### config.mk
export PLATFORM = sky130hd
export DESIGN_NAME = nvdla_glb_gec_csb_bridge
export DESIGN_NICKNAME = d
export VERILOG_FILES = /design/src/rtl/nvdla_glb_gec_csb_bridge.sv
export SDC_FILE = /design/constraint.sdc
export NUM_CORES = 1
export LEC_CHECK = 0
export CORE_UTILIZATION = 47
export CTS_CLUSTER_DIAMETER = 50
export DETAILED_ROUTE_END_ITERATION = 8
export PLACE_DENSITY = 0.8
export SLEW_MARGIN = 40
export SYNTH_ARGS = -nofsm -noshare
export SYNTH_HDL_FRONTEND = slang
export SYNTH_SLANG_ARGS = --single-unit
### constraint.sdc
create_clock -name nvdla_core_clk -period 4.1 [get_ports nvdla_core_clk]
set_input_delay 0.41 -clock nvdla_core_clk [delete_from_list [all_inputs] [get_ports nvdla_core_clk]]
set_output_delay 0.41 -clock nvdla_core_clk [all_outputs]
set_load 0.005 [all_outputs]
### src/rtl/nvdla_glb_gec_csb_bridge.sv
// CSB-to-GEC request bridge: in-order request FIFO, outstanding-response tracking,
// unexpected-response drop. Optional response timeout: define GLB_GEC_RESP_TIMEOUT_EN.
module nvdla_glb_gec_csb_bridge #(
  parameter int unsigned DEPTH       = 2,
  parameter int unsigned MAX_OUTST   = 2,
  parameter int unsigned TIMEOUT_CYC = 255
) (
  input  logic        nvdla_core_clk,
  input  logic        nvdla_core_rstn,
  input  logic        csb_req_pvld,
  output logic        csb_req_prdy,
  input  logic [62:0] csb_req_pd,
  output logic        gec_req_pvld,
  input  logic        gec_req_prdy,
  output logic [62:0] gec_req_pd,
  input  logic        gec_resp_valid,
  input  logic [33:0] gec_resp_pd,
  output logic        csb_resp_valid,
  output logic [33:0] csb_resp_pd,
  output logic        unexp_resp,
  output logic        timeout_err
);

  localparam int unsigned AW = (DEPTH > 1) ? $clog2(DEPTH) : 1;
  localparam int unsigned CW = AW + 1;

  logic [62:0]          r_fifo [DEPTH];
  logic [DEPTH-1:0]     r_fexp;
  logic [AW-1:0]        r_wp;
  logic [AW-1:0]        r_rp;
  logic [CW-1:0]        r_cnt;
  logic [2:0]           r_pend;
  logic [2:0]           r_outst;
  logic [MAX_OUTST-1:0] r_tq;
  logic                 r_resp_valid;
  logic [33:0]          r_resp_pd;
  logic                 r_unexp;
  logic                 r_timeout;

  logic                 w_full;
  logic                 w_empty;
  logic                 w_push;
  logic                 w_pop;
  logic                 w_push_exp;
  logic                 w_issue;
  logic                 w_resp;
  logic                 w_drop;
  logic                 w_to;
  logic                 w_deq;
  logic [3:0]           w_sum;
  logic [2:0]           w_tq_wi;
  logic [MAX_OUTST-1:0] w_tq_nxt;

  assign w_full     = (r_cnt == CW'(DEPTH));
  assign w_empty    = (r_cnt == '0);
  assign w_push_exp = ~csb_req_pd[54] | csb_req_pd[55];
  assign w_sum      = {1'b0, r_outst} + {1'b0, r_pend};

  // Ready counts both issued and still-queued response-expecting requests,
  // so the type queue can never overflow.
  assign csb_req_prdy = nvdla_core_rstn & ~w_full & (w_sum < 4'(MAX_OUTST));
  assign w_push       = csb_req_pvld & csb_req_prdy;

  assign gec_req_pvld = ~w_empty;
  assign gec_req_pd   = r_fifo[r_rp];
  assign w_pop        = ~w_empty & gec_req_prdy;
  assign w_issue      = w_pop & r_fexp[r_rp];

  assign w_resp = gec_resp_valid & (r_outst != '0);
  assign w_drop = gec_resp_valid & (r_outst == '0);
  assign w_deq  = w_resp | w_to;

`ifdef GLB_GEC_RESP_TIMEOUT_EN
  localparam logic [7:0] TO_LIMIT = 8'(TIMEOUT_CYC);
  logic [7:0] r_timer;

  assign w_to = (r_outst != '0) & ~gec_resp_valid & (r_timer == TO_LIMIT);

  always_ff @(posedge nvdla_core_clk or negedge nvdla_core_rstn) begin
    if (!nvdla_core_rstn)
      r_timer <= '0;
    else if ((r_outst == '0) || gec_resp_valid || w_to)
      r_timer <= '0;
    else
      r_timer <= r_timer + 8'd1;
  end
`else
  assign w_to = 1'b0;
`endif

  // Type queue is a shift register whose occupancy equals r_outst; head at bit 0.
  assign w_tq_wi = w_deq ? (r_outst - 3'd1) : r_outst;

  always_comb begin
    w_tq_nxt = r_tq;
    if (w_deq)
      w_tq_nxt = r_tq >> 1;
    for (int unsigned i = 0; i < MAX_OUTST; i++) begin
      if (w_issue && (3'(i) == w_tq_wi))
        w_tq_nxt[i] = gec_req_pd[54];
    end
  end

  always_ff @(posedge nvdla_core_clk) begin
    if (w_push)
      r_fifo[r_wp] <= csb_req_pd;
  end

  always_ff @(posedge nvdla_core_clk or negedge nvdla_core_rstn) begin
    if (!nvdla_core_rstn) begin
      r_fexp       <= '0;
      r_wp         <= '0;
      r_rp         <= '0;
      r_cnt        <= '0;
      r_pend       <= '0;
      r_outst      <= '0;
      r_tq         <= '0;
      r_resp_valid <= 1'b0;
      r_resp_pd    <= '0;
      r_unexp      <= 1'b0;
      r_timeout    <= 1'b0;
    end else begin
      if (w_push) begin
        r_fexp[r_wp] <= w_push_exp;
        r_wp         <= r_wp + AW'(1);
      end
      if (w_pop)
        r_rp <= r_rp + AW'(1);

      case ({w_push, w_pop})
        2'b10:   r_cnt <= r_cnt + CW'(1);
        2'b01:   r_cnt <= r_cnt - CW'(1);
        default: r_cnt <= r_cnt;
      endcase

      case ({w_push & w_push_exp, w_issue})
        2'b10:   r_pend <= r_pend + 3'd1;
        2'b01:   r_pend <= r_pend - 3'd1;
        default: r_pend <= r_pend;
      endcase

      case ({w_issue, w_deq})
        2'b10:   r_outst <= r_outst + 3'd1;
        2'b01:   r_outst <= r_outst - 3'd1;
        default: r_outst <= r_outst;
      endcase

      r_tq         <= w_tq_nxt;
      r_resp_valid <= w_deq;
      if (w_deq)
        r_resp_pd <= w_to ? {r_tq[0], 1'b1, 32'h0} : gec_resp_pd;
      r_unexp      <= w_drop;
      r_timeout    <= w_to;
    end
  end

  assign csb_resp_valid = r_resp_valid;
  assign csb_resp_pd    = r_resp_pd;
  assign unexp_resp     = r_unexp;
  assign timeout_err    = r_timeout;

endmodule

# Word level (Yosys, flattened, before mapping)
# Memories as Yosys holds them, arrays and structs flattened.
# Index checks and enable logic that the tools add are counted.
[op_classes]
n_addsub = 9
n_lt_le_gt_ge = 4
n_eq_ne = 7
muxes = 10
n_bitwise = 12
reduce_logical = 7
[op_table]
columns = ["cell", "n"]
rows = [
  ["3-bit case mux with 2 select lines", 2],
  ["1-bit bitwise AND", 8],
  ["2-bit == test, second input constant", 4],
  ["3-bit by 1-bit adder with 3-bit output, second input constant", 2],
  ["2-bit by 1-bit == test with 1-bit output, second input constant", 3],
  ["2-bit nonzero test", 3],
  ["3-bit by 1-bit subtractor with 3-bit output, second input constant", 2],
  ["1-bit two-way mux", 5],
  ["3-bit by 3-bit adder with 4-bit output", 1],
  ["1-bit by 2-bit < comparator with 1-bit output, second input constant", 2],
  ["4-bit by 2-bit < comparator with 1-bit output, second input constant", 1],
  ["2-bit case mux with 2 select lines", 1],
  ["3-bit zero test", 1],
  ["1-bit inverter", 3],
  ["3-bit nonzero test", 1],
  ["1-bit adder, second input constant", 2],
  ["2-bit by 1-bit adder with 2-bit output, second input constant", 1],
  ["2-bit bitwise mux", 1],
  ["2-bit zero test", 1],
  ["2-bit by 1-bit subtractor with 2-bit output, second input constant", 1],
  ["1-bit demux with 1-bit select", 1],
  ["1-bit greater-or-equal comparator, second input constant", 1],
  ["1-bit logical AND", 1],
  ["1-bit bitwise OR", 1],
]
[word_totals]
regBits = 48
ramBits = 126
inputBits = 102
out_inout_bits = 102
word_cells = 59
mem_count = 1
[mem_list]
columns = ["memory", "words", "width", "read_ports", "rd_ports_with_merged_regs", "write_ports", "line_no", "source"]
rows = [
  ["r_fifo", 2, 63, 1, 0, 1, "27", "logic [62:0] r_fifo [DEPTH];"],
]

# Longest topological paths before layout
[logic_depth]
word_depth = 8
depth_mapped = 12
depth_no_buf = 12

# Worst setup path before layout
# No wires, ideal clock.
[synth_timing]
path_type = "flip-flop to flip-flop"
from = "register r_outst[0]"
to = "register r_fexp[0]"
setup_time_ns = 0.125
t_arrival_ns = 3.398
t_required_ns = 3.975
setup_slack_ns = 0.577
stages_incl_launch_ff = 7
path_buffers = 0
synth_period_minus_slack_ns = 3.523
cell_sequence = "dfrtp_1 nand2_2 fa_1 and2_1 a211o_1 nor3_4 mux2_4"
[synth_via]
elab_chain_len = 4
[synth_lines]
columns = ["item", "line_no", "source"]
rows = [
  ["from (decl)", "33", "logic [2:0] r_outst;"],
  ["from (signal assigned)", "143", "2'b10: r_outst <= r_outst + 3'd1;"],
  ["from (signal assigned)", "144", "2'b01: r_outst <= r_outst - 3'd1;"],
  ["from (signal assigned)", "145", "default: r_outst <= r_outst;"],
  ["3-bit by 3-bit adder with 4-bit output", "57", "assign w_sum = {1'b0, r_outst} + {1'b0, r_pend};"],
  ["4-bit by 2-bit < comparator with 1-bit output", "61", "assign csb_req_prdy = nvdla_core_rstn & ~w_full & (w_sum < 4'(MAX_OUTST));"],
  ["1-bit bitwise AND", "61", ""],
  ["1-bit bitwise AND", "62", "assign w_push = csb_req_pvld & csb_req_prdy;"],
  ["to (signal, indexed assignment)", "124", "r_fexp[r_wp] <= w_push_exp;"],
  ["to (decl)", "28", "logic [DEPTH-1:0] r_fexp;"],
]
# Every way passes these cells.
# A chain may end at the register's enable or synchronous reset.

# Worst setup path after layout
[layout_timing]
from = "register r_outst[0]"
to = "output port csb_req_prdy"
[layout_via]
elab_chain_len = 3
[layout_lines]
columns = ["item", "line_no", "source"]
rows = [
  ["3-bit by 3-bit adder with 4-bit output", "57", ""],
  ["4-bit by 2-bit < comparator with 1-bit output", "61", ""],
  ["1-bit bitwise AND", "61", ""],
  ["to (decl)", "11", "output logic csb_req_prdy,"],
]
# Every way passes these cells.

==> reports/summary.txt <==
Run status = finished clean
R2R Path End = r_pend[2]
Sequential fraction of the synthesis area = 0.749
FF+latch area = 0.00499 sq mm
CTS Sinks = 174
Worst Setup EP = csb_req_prdy
H-tree lvl count = 4
Most frequent cell after synthesis = edfxtp_1
Synth Area in XOR/XNOR = 0.0145
Final hold vios = 0
EDFF count, synth = 126
Setup TNS = 0 ns
Max VDD drop = 0.000374 V
Vias = 4098
Placeable Area = 0.0138 sq mm
Clk Latency, worst-skew pair = 0.43 ns
Tcrit/Tclk final = 0.735
Required time worst endpoint = 3.69 ns
Finished Core Util = 0.687
Post-synthesis compound-gate area fraction = 0.00959
Number of global-route vias before repair = 4284
CTS tree = done
Pleak = 3.60 nW
First-pass iteration count of the detailed router = 4
PostCTS Resize Cnt = 0
Total die area = 0.0146 sq mm
Initial Utilization = 0.481
Number of I/O port buffers = 202
Synthesis-stage register bit count = 174
Nets = 735
FF-to-FF setup slack = 1.18 ns
Die Width = 121 um
Multiplexer share of the synthesized area = 0.114
Main combinational cell family by area after synthesis = multiplexers
IO Pins = 204
Hold Crit Class = primary input to async pin
DRT Wirelength = 14300 um
Element type at the critical path end = primary output
Initial antenna violation count = 0
Fraction of final layout cells sized beyond drive strength 1 = 0.170
Count of final setup violators = 0
CTS root buffer = clkbuf_16
DP Wirelength = 9480 um
WHS = 0.363 ns
Startpoint types = flop
Post-Synth Adder-Cell Area = 0.0184
Area of the mapped netlist = 0.00665 sq mm
Number of max-cap violations = 0
P&R area growth vs syn = 42.8%
Post-Syn Nets = 522
GRT Resource Usage Total = 0.203
CTS max path bufs = 2
Worst-Margin Slew = 0.664 ns
DRC = 0
Fin. max-slew vios = 0
Tmin final = 3.01 ns
Syn. warnings = 0
Worst R2R Start = r_outst[0]
CTS Buf Count = 17
Via density = 5.02
Detailed Route Iter0 Violations = 258
Area leader, netlist = edfxtp_1
Cell total after placement = 785
Synth cell types = 31
Final non-filler cell total = 817
Routed len/inst = 17.5 um
Std cell rows = 43
Clock Pin Slew Worst Setup and Hold Paths = 0.06 ns
Simple-Gate Fraction of Synth Area = 0.0764
ANT nets after route = 0
Fin Clk Skew = 0.0111 ns
Mapped Avg Cell Area = 16.1 sq um
Largest net degree at the start of global routing = 65
Top cell type's share of synthesized area = 0.569
First-pass GRT wire length = 22000 um
Final GP Congestion = 0.847
Highest clock rate = 0.332 GHz
Ys flop type = edfxtp_1
Die height = 121 um
Critical Path Start = r_outst[0]
Pwr dens = 632 mW/mm^2
Largest fanout on the critical path = 5
WP data arrival = 2.60 ns
Fill count = 967
Synth cell count leaders = edfxtp_1 (126), nand2_1 (106), mux2_2 (64), dfrtp_1 (48), buf_2 (12)
Asr flop ratio synth = 0.276
Multi-input combinational cell area = 0.00156 sq mm
GRT overflow = 0
Max-Slew Margin vs Limit = 0.557
Kind of critical path = flop to primary output
Antenna Diode Count = 0
Synth area leaders = edfxtp_1 (57%), dfrtp_1 (18%), mux2_2 (11%), nand2_1 (6.0%), ha_1 (0.94%)
RSZ-0062 raised after global routing = no
R2R cell count = 12
Mapped Cells = 412
-- how the worst min path moves through the flow --
stage / endpoint / depth (start not counted) / slack [ns] / start
final: r_fexp[1] / 2 / 0.36 / nvdla_core_rstn
after global placement: r_wp / 1 / 0.26 / nvdla_core_rstn
after CTS: r_wp / 2 / 0.36 / nvdla_core_rstn
after floorplan: csb_resp_pd[0] / 0 / 0.11 / nvdla_core_rstn
after detailed placement: r_wp / 1 / 0.26 / nvdla_core_rstn
after global routing: r_wp / 2 / 0.39 / nvdla_core_rstn
-- worst max-delay path, stage by stage, from the launching register on --
cell             delay (ns)
dfrtp_1                0.48
nand2_2                0.13
fa_1                   0.43
and2_1                 0.19
a2111oi_0              0.33
clkdlybuf4s50_1        0.61
-- flip-flops by register name, indices dropped and copies added, names as in the netlist --
register / count
r_fifo: 126
r_fexp: 2
r_pend: 3
r_outst: 3
r_rp: 1
csb_resp_pd: 34
r_cnt: 2
unexp_resp: 1
r_wp: 1
csb_resp_valid: 1
-- where the power goes --
part / switching (mW) / leakage, nW / total, mW / internal (mW)
clock network: 0.638 / 0.296 / 1.65 / 1.01
logic: 0.797 / 1.58 / 1.94 / 1.14
registers: 0.194 / 1.72 / 2.42 / 2.23
-- repair_timing --
| item | 4_1_cts | 5_1_grt |
|---|---|---|
| endpoints found under the setup margin | 0 | 0 |
| buffers inserted | 0 | 0 |
| hold endpoints to repair | 5 | 0 |
| hold buffers | 1 | 0 |
-- cell families (layout without fill, tap and decap cells) --
kind of cell	Yosys count	after routing
other	1	1
xor gates and xnor gates	11	11
adders and majority gates	8	8
DFF	174	174
AOI/OAI and AO/OA	5	5
buffers and inverters	25	250
muxes	67	67
and+or+nand+nor	121	121
-- layout by cell type (no fill, tap or decap), types with 3 or more instances in the layout --
cell type	synthesis	routed
buf_4	1	3
bufinv_16	0	4
clkbuf_16	0	17
clkdlybuf4s50_1	0	201
clkinv_1	0	3
clkinv_2	0	3
clkinv_4	0	3
dfrtp_1	48	47
edfxtp_1	126	126
fa_1	3	3
ha_1	5	5
inv_1	9	9
mux2_2	64	64
nand2_1	106	106
nor2_1	4	4
xnor2_1	5	5
xor2_1	6	6
-- layout make-up --
| class | instances | area share |
|---|---|---|
| clock buffer | 18 | 0.0452 |
| tap | 180 | 0.0237 |
| sequential | 174 | 0.525 |
| timing repair buffer | 208 | 0.220 |
| inverter | 11 | 0.00435 |
| multi-input combinational | 213 | 0.164 |
| clock inverter | 13 | 0.0182 |
-- metrics by stage --
stage / power [mW] / worst slack, ns / cell area (sq um)
floorplan: 3.39 / 0.577 / 6650
global placement: 4.33 / 1.21 / 8890
detailed placement: 4.40 / 1.15 / 8890
CTS: 6.06 / 1.05 / 9500
global route: 6.31 / 0.974 / 9500
finish: 6.00 / 1.09 / 9500
-- layer usage --
layer,vias to the layer above,GRT usage,part of all wire
li1,1881,-,-
met1,2015,0.247,0.41
met2,178,0.321,0.47
met3,24,0.0804,0.097
met4,0,0.0856,0.021
met5,-,0,0
Power figures use the tool's default switching activity.
